<file path="config.mk">
export PLATFORM = sky130hd
export DESIGN_NAME = hawk_decomp_wb
export DESIGN_NICKNAME = d
export VERILOG_FILES = /design/src/rtl/hacd_pkg.sv /design/src/rtl/hawk_outst_cnt.sv /design/src/rtl/hawk_decomp_wb.sv
export SDC_FILE = /design/constraint.sdc
export NUM_CORES = 1
export LEC_CHECK = 0
export CAP_MARGIN = 20
export CORE_AREA = 2 2 484 486
export DETAILED_ROUTE_END_ITERATION = 6
export DIE_AREA = 0 0 486 488
export HOLD_SLACK_MARGIN = 0.12
export SYNTH_ARGS = -nofsm -noshare
export SYNTH_HDL_FRONTEND = slang
export SYNTH_SLANG_ARGS = --single-unit
export TNS_END_PERCENT = 1
</file>
<file path="constraint.sdc">
create_clock -name clk_i -period 2 [get_ports clk_i]
set_input_delay 0.4 -clock clk_i [delete_from_list [all_inputs] [get_ports clk_i]]
set_output_delay 0.4 -clock clk_i [all_outputs]
set_load 0.02 [all_outputs]
</file>
<file path="src/rtl/hacd_pkg.sv">
// Shared types and constants for the HAWK decompression writeback path.
package hacd_pkg;

   localparam int HAWK_LINE_BYTES = 64;
   localparam int HAWK_PAGE_LINES = 64;
   localparam int HAWK_PAGE_BYTES = HAWK_LINE_BYTES * HAWK_PAGE_LINES;
   localparam int HAWK_ADDR_W     = 64;
   localparam int HAWK_DATA_W     = 512;

   localparam logic [7:0] AXI_AWLEN_SINGLE = 8'd0;
   localparam logic [2:0] AXI_AWSIZE_64B   = 3'd6;
   localparam logic [1:0] AXI_BURST_INCR   = 2'b01;
   localparam logic [1:0] AXI_RESP_OKAY    = 2'b00;

   typedef enum logic [2:0] {
      ST_IDLE,
      ST_FILL,
      ST_SEND,
      ST_DRAIN,
      ST_DONE,
      ST_WAIT_LOW,
      ST_ERROR
   } decomp_wb_state_t;

   typedef struct packed {
      logic [HAWK_ADDR_W-1:0] addr;
      logic                   awvalid;
      logic [HAWK_DATA_W-1:0] wdata;
      logic                   wvalid;
   } axi_wr_reqpkt_t;

   typedef struct packed {
      logic       bvalid;
      logic [1:0] bresp;
   } axi_wr_resppkt_t;

endpackage

</file>
<file path="src/rtl/hawk_outst_cnt.sv">
// Outstanding AXI write counter: +1 per issued write, -1 per B response.
module hawk_outst_cnt #(
   parameter int MAX_OUTST = 4,
   parameter int CNT_W     = $clog2(MAX_OUTST + 1)
) (
   input  logic             clk_i,
   input  logic             rst_i,
   input  logic             inc,
   input  logic             dec,
   output logic [CNT_W-1:0] cnt,
   output logic             full_nxt,
   output logic             underflow
);

   localparam logic [CNT_W-1:0] CNT_MAX = CNT_W'(MAX_OUTST);

   logic [CNT_W-1:0] cnt_q;
   logic [CNT_W-1:0] cnt_nxt;

   // Simultaneous inc and dec leave the count unchanged.
   always_comb begin
      cnt_nxt = cnt_q;
      if (inc && !dec && (cnt_q != CNT_MAX)) begin
         cnt_nxt = cnt_q + CNT_W'(1);
      end else if (dec && !inc && (cnt_q != '0)) begin
         cnt_nxt = cnt_q - CNT_W'(1);
      end
   end

   always_ff @(posedge clk_i) begin
      if (rst_i) begin
         cnt_q <= '0;
      end else begin
         cnt_q <= cnt_nxt;
      end
   end

   assign cnt       = cnt_q;
   assign full_nxt  = (cnt_nxt == CNT_MAX);
   assign underflow = dec && (cnt_q == '0);

endmodule

</file>
<file path="src/rtl/hawk_decomp_wb.sv">
// Writes a decompressed 4KB page, one 64B line per single-beat AXI4 write, to the chosen way.
// Optional HAWK_DECOMP_WB_STATS_EN adds wb_cycles / wb_stall_cycles counters.
//
// state    | meaning
// IDLE     | waiting for decomp_start, page base latched on exit
// FILL     | accepting the next line from the decompressor (stalls at MAX_OUTST)
// SEND     | AW and W presented, each held until its own handshake
// DRAIN    | all lines issued, waiting for remaining B responses
// DONE     | decomp_done pulse
// WAIT_LOW | waiting for decomp_start to drop before re-arming
// ERROR    | bad or unexpected B seen; only reset leaves
module hawk_decomp_wb
   import hacd_pkg::*;
#(
   parameter int DATA_W     = HAWK_DATA_W,
   parameter int ADDR_W     = HAWK_ADDR_W,
   parameter int PAGE_LINES = HAWK_PAGE_LINES,
   parameter int MAX_OUTST  = 4
) (
   input  logic                clk_i,
   input  logic                rst_i,
   input  logic                decomp_start,
   input  logic [ADDR_W-1:0]   wb_page_addr,
   input  logic [DATA_W-1:0]   dc_wdata,
   input  logic                dc_wvalid,
   output logic                dc_wready,
   output logic [ADDR_W-1:0]   awaddr,
   output logic [7:0]          awlen,
   output logic [2:0]          awsize,
   output logic [1:0]          awburst,
   output logic                awvalid,
   input  logic                awready,
   output logic [DATA_W-1:0]   wdata,
   output logic [DATA_W/8-1:0] wstrb,
   output logic                wlast,
   output logic                wvalid,
   input  logic                wready,
   input  logic                bvalid,
   input  logic [1:0]          bresp,
   output logic                bready,
   output logic                decomp_done,
   output logic                wb_busy,
   output logic                wb_err
`ifdef HAWK_DECOMP_WB_STATS_EN
   ,
   output logic [31:0]         wb_cycles,
   output logic [31:0]         wb_stall_cycles
`endif
);

   localparam int OUTST_W    = $clog2(MAX_OUTST + 1);
   localparam int LCNT_W     = $clog2(PAGE_LINES) + 1;
   localparam int LINE_SHIFT = $clog2(HAWK_LINE_BYTES);
   localparam logic [ADDR_W-1:0] PAGE_MASK = ~ADDR_W'(HAWK_PAGE_BYTES - 1);

   decomp_wb_state_t  state_q, state_nxt;
   logic [ADDR_W-1:0] base_q, base_nxt;
   logic [LCNT_W-1:0] line_cnt_q, line_cnt_nxt;
   axi_wr_reqpkt_t    req_q, req_nxt;
   axi_wr_resppkt_t   resp;
   logic              aw_done_q, aw_done_nxt;
   logic              w_done_q, w_done_nxt;
   logic              dc_wready_q, dc_wready_nxt;
   logic              done_q, busy_q, err_q;
   logic              issue;
   logic              b_err;
   logic [OUTST_W-1:0] outst;
   logic              outst_full_nxt;
   logic              outst_underflow;

   assign resp = '{bvalid: bvalid, bresp: bresp};

   hawk_outst_cnt #(
      .MAX_OUTST (MAX_OUTST),
      .CNT_W     (OUTST_W)
   ) u_outst_cnt (
      .clk_i     (clk_i),
      .rst_i     (rst_i),
      .inc       (issue),
      .dec       (resp.bvalid),
      .cnt       (outst),
      .full_nxt  (outst_full_nxt),
      .underflow (outst_underflow)
   );

   assign b_err = resp.bvalid && ((resp.bresp != AXI_RESP_OKAY) || outst_underflow);

   always_comb begin
      state_nxt    = state_q;
      base_nxt     = base_q;
      line_cnt_nxt = line_cnt_q;
      req_nxt      = req_q;
      aw_done_nxt  = aw_done_q;
      w_done_nxt   = w_done_q;
      issue        = 1'b0;

      case (state_q)
         ST_IDLE: begin
            if (decomp_start) begin
               base_nxt     = wb_page_addr & PAGE_MASK;
               line_cnt_nxt = '0;
               state_nxt    = ST_FILL;
            end
         end
         ST_FILL: begin
            if (dc_wready_q && dc_wvalid) begin
               req_nxt.wdata   = HAWK_DATA_W'(dc_wdata);
               // line_cnt < PAGE_LINES, so the offset stays inside the page
               req_nxt.addr    = HAWK_ADDR_W'(base_q + (ADDR_W'(line_cnt_q) << LINE_SHIFT));
               req_nxt.awvalid = 1'b1;
               req_nxt.wvalid  = 1'b1;
               aw_done_nxt     = 1'b0;
               w_done_nxt      = 1'b0;
               state_nxt       = ST_SEND;
            end
         end
         ST_SEND: begin
            req_nxt.awvalid = req_q.awvalid && !awready;
            req_nxt.wvalid  = req_q.wvalid && !wready;
            aw_done_nxt     = aw_done_q || (req_q.awvalid && awready);
            w_done_nxt      = w_done_q || (req_q.wvalid && wready);
            if (aw_done_nxt && w_done_nxt) begin
               issue        = 1'b1;
               aw_done_nxt  = 1'b0;
               w_done_nxt   = 1'b0;
               line_cnt_nxt = line_cnt_q + LCNT_W'(1);
               state_nxt    = (line_cnt_nxt == LCNT_W'(PAGE_LINES)) ? ST_DRAIN : ST_FILL;
            end
         end
         ST_DRAIN: begin
            if (outst == '0) begin
               state_nxt = ST_DONE;
            end
         end
         ST_DONE: begin
            state_nxt = ST_WAIT_LOW;
         end
         ST_WAIT_LOW: begin
            if (!decomp_start) begin
               state_nxt = ST_IDLE;
            end
         end
         ST_ERROR: begin
            state_nxt = ST_ERROR;
         end
         default: begin
            state_nxt = ST_IDLE;
         end
      endcase

      if (b_err) begin
         state_nxt       = ST_ERROR;
         req_nxt.awvalid = 1'b0;
         req_nxt.wvalid  = 1'b0;
      end
   end

   assign dc_wready_nxt = (state_nxt == ST_FILL) && !outst_full_nxt;

   always_ff @(posedge clk_i) begin
      if (rst_i) begin
         state_q     <= ST_IDLE;
         base_q      <= '0;
         line_cnt_q  <= '0;
         req_q       <= '0;
         aw_done_q   <= 1'b0;
         w_done_q    <= 1'b0;
         dc_wready_q <= 1'b0;
         done_q      <= 1'b0;
         busy_q      <= 1'b0;
         err_q       <= 1'b0;
      end else begin
         state_q     <= state_nxt;
         base_q      <= base_nxt;
         line_cnt_q  <= line_cnt_nxt;
         req_q       <= req_nxt;
         aw_done_q   <= aw_done_nxt;
         w_done_q    <= w_done_nxt;
         dc_wready_q <= dc_wready_nxt;
         done_q      <= (state_nxt == ST_DONE);
         busy_q      <= (state_nxt != ST_IDLE);
         err_q       <= err_q || b_err;
      end
   end

`ifdef HAWK_DECOMP_WB_STATS_EN
   logic [31:0] cyc_q, stall_q;
   logic        active, stall;

   assign active = (state_q == ST_FILL) || (state_q == ST_SEND) ||
                   (state_q == ST_DRAIN) || (state_q == ST_DONE);
   assign stall  = (req_q.awvalid && !awready) || (req_q.wvalid && !wready);

   always_ff @(posedge clk_i) begin
      if (rst_i) begin
         cyc_q   <= '0;
         stall_q <= '0;
      end else if ((state_q == ST_IDLE) && (state_nxt == ST_FILL)) begin
         cyc_q   <= '0;
         stall_q <= '0;
      end else begin
         if (active && (cyc_q != '1)) begin
            cyc_q <= cyc_q + 32'd1;
         end
         if (stall && (stall_q != '1)) begin
            stall_q <= stall_q + 32'd1;
         end
      end
   end

   assign wb_cycles       = cyc_q;
   assign wb_stall_cycles = stall_q;
`endif

   assign dc_wready   = dc_wready_q;
   assign awaddr      = ADDR_W'(req_q.addr);
   assign awvalid     = req_q.awvalid;
   assign wdata       = DATA_W'(req_q.wdata);
   assign wvalid      = req_q.wvalid;
   assign wlast       = req_q.wvalid;
   assign wstrb       = '1;
   assign awlen       = AXI_AWLEN_SINGLE;
   assign awsize      = AXI_AWSIZE_64B;
   assign awburst     = AXI_BURST_INCR;
   assign bready      = 1'b1;
   assign decomp_done = done_q;
   assign wb_busy     = busy_q;
   assign wb_err      = err_q;

endmodule

</file>
After elaboration in Yosys (flattened, before gate mapping)
Cells that the tools add are included.

Equality and inequality tests: 14. Reductions and logical operators: 34. Mux-type cells: 23. Add/sub/neg operators: 4.

Operators with widths (number): 2-to-1 mux 514 bit (1); adder 64 x 13 -> 64 bit (1); 2-to-1 mux 3 bit (8); case mux 3 bit (7 select lines) (1); == test 3 bit (second input constant) (5); 2-to-1 mux 7 bit (2); case mux 7 bit (2 select lines) (1); logical AND 1 bit (13); case mux 1 bit (2 select lines) (4); adder 7 x 1 -> 7 bit (second input constant) (1); == test 7 bit (second input constant) (1); == test 3 x 1 -> 1 bit (second input constant) (2); == test 3 x 2 -> 1 bit (second input constant) (2); zero test 3 bit (2); != test 2 bit (second input constant) (3); AND reduction 2 bit (3); nonzero test 2 bit (3); nonzero test 3 bit (2); zero test 1 bit (5); 2-to-1 mux 1 bit (5); logical OR 1 bit (4); adder 3 x 1 -> 3 bit (second input constant) (1); != test 3 bit (second input constant) (1); AND reduction 3 bit (1); other kinds (3) (3).

Word-level logic and storage cells: 89. Output and inout port bits: 661. Bits in registers: 649.

Longest topological paths before layout
Depth in word-level cells: 13. Mapped depth: 9.

Modules after synthesis
From an unflattened synthesis, not the netlist that was laid out.

Cells, all modules: 3068. Area total of the unflattened synthesis: 24016.8 µm².

Modules (own cells, without submodules): hawk_decomp_wb (area an instance 23747.8 µm², cells each 3035, times used 1); hawk_outst_cnt (area an instance 269.0 µm², cells each 33, times used 1).

Worst setup path after synthesis
Ideal clock, no wire load.

Kind: register -> register. Start: register line_cnt_q[6]. End: register req_q (netlist bit awaddr[58]). Arrival time: 2.054 ns. Setup time: 0.074 ns. Cell stages (with the launch flop): 8. Clock period less this slack: 2.128 ns. Data required time: 1.926 ns. Buffers on the path: 0. Slack: -0.128 ns. Cell sequence: dfxtp_1 > ha_1 > ha_1 > nand3_1 > nor2_2 > nand3_2 > or4_1 > a31oi_1.

Word-level cells in the longest chain between the ends: 1.

Ends and longest elaborated chain: from (decl) (line hawk_decomp_wb.sv:58) `logic [LCNT_W-1:0] line_cnt_q, line_cnt_nxt;`; from (signal assigned) (line hawk_decomp_wb.sv:175) `line_cnt_q <= line_cnt_nxt;`; adder 64 x 13 -> 64 bit (line hawk_decomp_wb.sv:109) `req_nxt.addr = HAWK_ADDR_W'(base_q + (ADDR_W'(line_cnt_q) << LINE_SHIFT));`; to (signal assigned) (line hawk_decomp_wb.sv:176) `req_q <= req_nxt;`; to (decl) (line hawk_decomp_wb.sv:59) `axi_wr_reqpkt_t req_q, req_nxt;`.

No other way between the ends. A chain may end at the register's enable or synchronous reset.

Worst setup path in the final report
Start: register req_q (netlist bit wdata[121]). End: output port wdata[121].

RTL lines: to (decl) (line hawk_decomp_wb.sv:33) `output logic [DATA_W-1:0] wdata,`.

No word-level cell between the ends.

==> reports/metrics.csv <==
metric,value,unit
status,"complete, no violations",
# rows,177,
crit path cell chain,dlygate4sd2_1,
first-pass GRT wire length,222000,um
clock root cell,clkbuf_16,
CP endpoint kind,output port,
PD cells,719,mW/mm2
Post-Syn Area,0.0240,mm2
core footprint,0.232,mm2
Hold WC Path Type,input port to register,
dominant cell type by area after synthesis,dfxtp_1,
Via density,3.56,
die area,0.237,mm2
clk buf depth,3,
Mapped Avg Cell Area,7.84,um2
top post-synthesis cells by area,"dfxtp_1 (54%), nand2_1 (18%), a21oi_1 (12%), clkbuf_1 (3.1%), buf_4 (2.7%)",
"Clk Latency, worst-skew pair",0.70,ns
minimum clock period,1.93,ns
final worst slack,0.0720,ns
post-synthesis sequential area ratio,53.6,%
unrepaired setup endpoints after global routing,true,
fin nets,4829,
Peak Freq,519,MHz
Die Ht,488,um
Max H-tree Level,3,
routability cong.,0.911,
Synth top area share,53.6,%
number of synthesized flops with an enable pin,0,
Port Buffers,1149,
number of global-route vias before repair,25300,
initial drt markers,1385,
"Arr. time, crit path",1.53,ns
total of max-cap violations,0,
routed vias,26200,
Setup crit start kind,register,
worst slack at placement,-0.323,ns
Final Setup Violations,0,
Clock Sinks,643,
Yosys Warn Count,0,
skew final,0.0247,ns
Least-Margin Pin Slew,0.654,ns
hold_ws,0.246,ns
Worst VDD drop,0.538,mV
clock slew at reported path FFs,0.07,ns
"Top FF cell, synth",dfxtp_1,
Ports,1246,
Die Width,486,um
Final Max Tran Viols,0,
CTS tree,built,
synth unique cells,62,
Starting Density,10.4,%
Crit path max-delay family,buffers and inverters,
Final period util,96.4,%
Cells after Synth,3062,
max_slew headroom,56.4,%
Crit Path Max Fanout,2,
Post-synth ARST share,0,%
Overall Global Routing Usage,13.8,%
initial antenna violation count,93,
largest net degree at the start of global routing,110,
post-detail-place hpwl,147000,um
drt total wl,172000,um
routed length per instance,23.4,um
Leakage,0.0157,uW
GR Overflow Total,0,
share of post-route cells with drive strength above 1,12.4,%
P&R area growth vs syn,75.4,%
drt first pass iters,7,
crit path max-delay cell type,dlygate4sd2_1,
CTS buffer count,80,
"slowest stage delay, CP",0.50,ns
"Hold Vio Cnt, Final",0,
Worst EP required,1.60,ns
drt drc,0,
worst setup path class,register to output port,
Detail Route Antenna Nets,0,
CP bufs+invs,1,
register bit count reported by yosys,643,
[layout make-up]
| type | count | area (um2) |
|---|---|---|
| antenna | 21 | 52.6 |
| sequential | 643 | 12900 |
| fill | 26000 | 190000 |
| clock inverter | 27 | 335 |
| clock buffer | 115 | 2320 |
| multi-input combinational | 2187 | 10100 |
| timing repair buffer | 1314 | 12600 |
| tap | 3043 | 3810 |
| inverter | 11 | 41.3 |
[flip-flops by register name (all words and copies together), names as in the netlist, 3 cells and up]
signal,cells
u_outst_cnt.cnt,3
wdata,512
awaddr,58
base_q,52
state_q,3
line_cnt_q,7
[what timing repair did]
item | 4_1_cts | 5_1_grt
hold buffers | 1 | 0
endpoints found under the setup margin | 483 | 55
pin swaps | 2 | 6
setup buffers | 0 | 2
resized for setup | 691 | 37
hold endpoints to repair | 26 | 0
cloned | 0 | 1
[worst paths after layout]
path,from,endpoint,slack (ns),depth (start not counted)
max,wdata[121]$_SDFFE_PP0P_,wdata[121],0.07,1
min,dc_wdata[283],wdata[283]$_SDFFE_PP0P_,0.25,3
max reg2reg,state_q[2]$_SDFF_PP0_,dc_wready$_SDFF_PP0_,0.08,5
min reg2reg,wdata[464]$_SDFFE_PP0P_,wdata[464]$_SDFFE_PP0P_,0.45,2
[cells in the mapped netlist, types with 5 or more instances]
library cell,n
buf_2,15
xnor2_1,9
dfxtp_1,643
xor2_1,19
a31oi_1,23
nor4_1,6
or3_1,16
inv_1,11
or4_1,9
nor3_1,10
clkbuf_1,201
nand4_1,19
buf_4,85
a211oi_1,28
ha_1,7
o21ai_0,40
o31ai_1,8
a21oi_1,592
nand3_1,32
nand2_1,1168
nand2b_1,5
nor2_1,53
[power by group]
group | total [uW] | switching (uW) | internal (uW)
Sequential | 13000 | 109 | 12900
Clock | 14800 | 6140 | 8640
Combinational | 2490 | 1100 | 1390
[cell usage in the layout, fill, tap and decap left out, drive strengths merged, types with 8 or more instances in the layout]
| cell type | synthesis | final |
|---|---|---|
| a31oi | 23 | 23 |
| dfxtp | 643 | 643 |
| or4 | 9 | 9 |
| nor3 | 13 | 13 |
| buf | 102 | 265 |
| nand3 | 34 | 34 |
| a21oi | 592 | 592 |
| xor2 | 19 | 19 |
| clkdlybuf4s15 | 0 | 114 |
| o31ai | 8 | 8 |
| xnor2 | 9 | 9 |
| clkbuf | 201 | 127 |
| nor2 | 54 | 54 |
| dlygate4sd2 | 0 | 351 |
| or3 | 16 | 16 |
| diode | 0 | 21 |
| clkdlybuf4s50 | 0 | 571 |
| clkinv | 0 | 14 |
| o21ai | 40 | 40 |
| nand4 | 24 | 24 |
| nand2 | 1170 | 1170 |
| inv | 11 | 16 |
| conb | 2 | 84 |
| a211oi | 28 | 28 |
[metrics by stage]
step / utilization (%) / area, um2 / TNS, ns / instances / total power, uW
global placement: 17.1 / 39600 / -92.93 / 7194 / 15700
floorplan: - / 24300 / 0 / 3144 / 14200
CTS: 18.1 / 42000 / -0.102 / 7337 / 30800
detailed placement: 17.1 / 39600 / -97.69 / 7194 / 15800
finish: 18.2 / 42100 / 0 / 7361 / 30300
global route: 18.2 / 42100 / -0.00495 / 7354 / 31400
[routing by layer]
layer | part of all wire, % | global-route usage (%) | wire length (um)
met3 | 14 | 9.03 | 24700
met4 | 4.3 | 5.61 | 7490
met2 | 45 | 22.0 | 77000
met5 | 0.24 | 0.572 | 414
met1 | 36 | 14.2 | 62600
[cells by family (layout without fill, tap and decap cells)]
kind of cell	after synthesis	count (layout)	synth area share, %
AO/OA/AOI/OAI	713	713	15.7
other	2	105	0.0313
XOR/XNOR	28	28	1.02
multiplexers	1	1	0.0417
AND/OR/NAND/NOR	1354	1354	22.9
flip-flops	643	643	53.6
adder cells (fa/ha/maj)	7	7	0.365
buffers and inverters	314	1467	6.32
(Power assumes the default switching activity.)
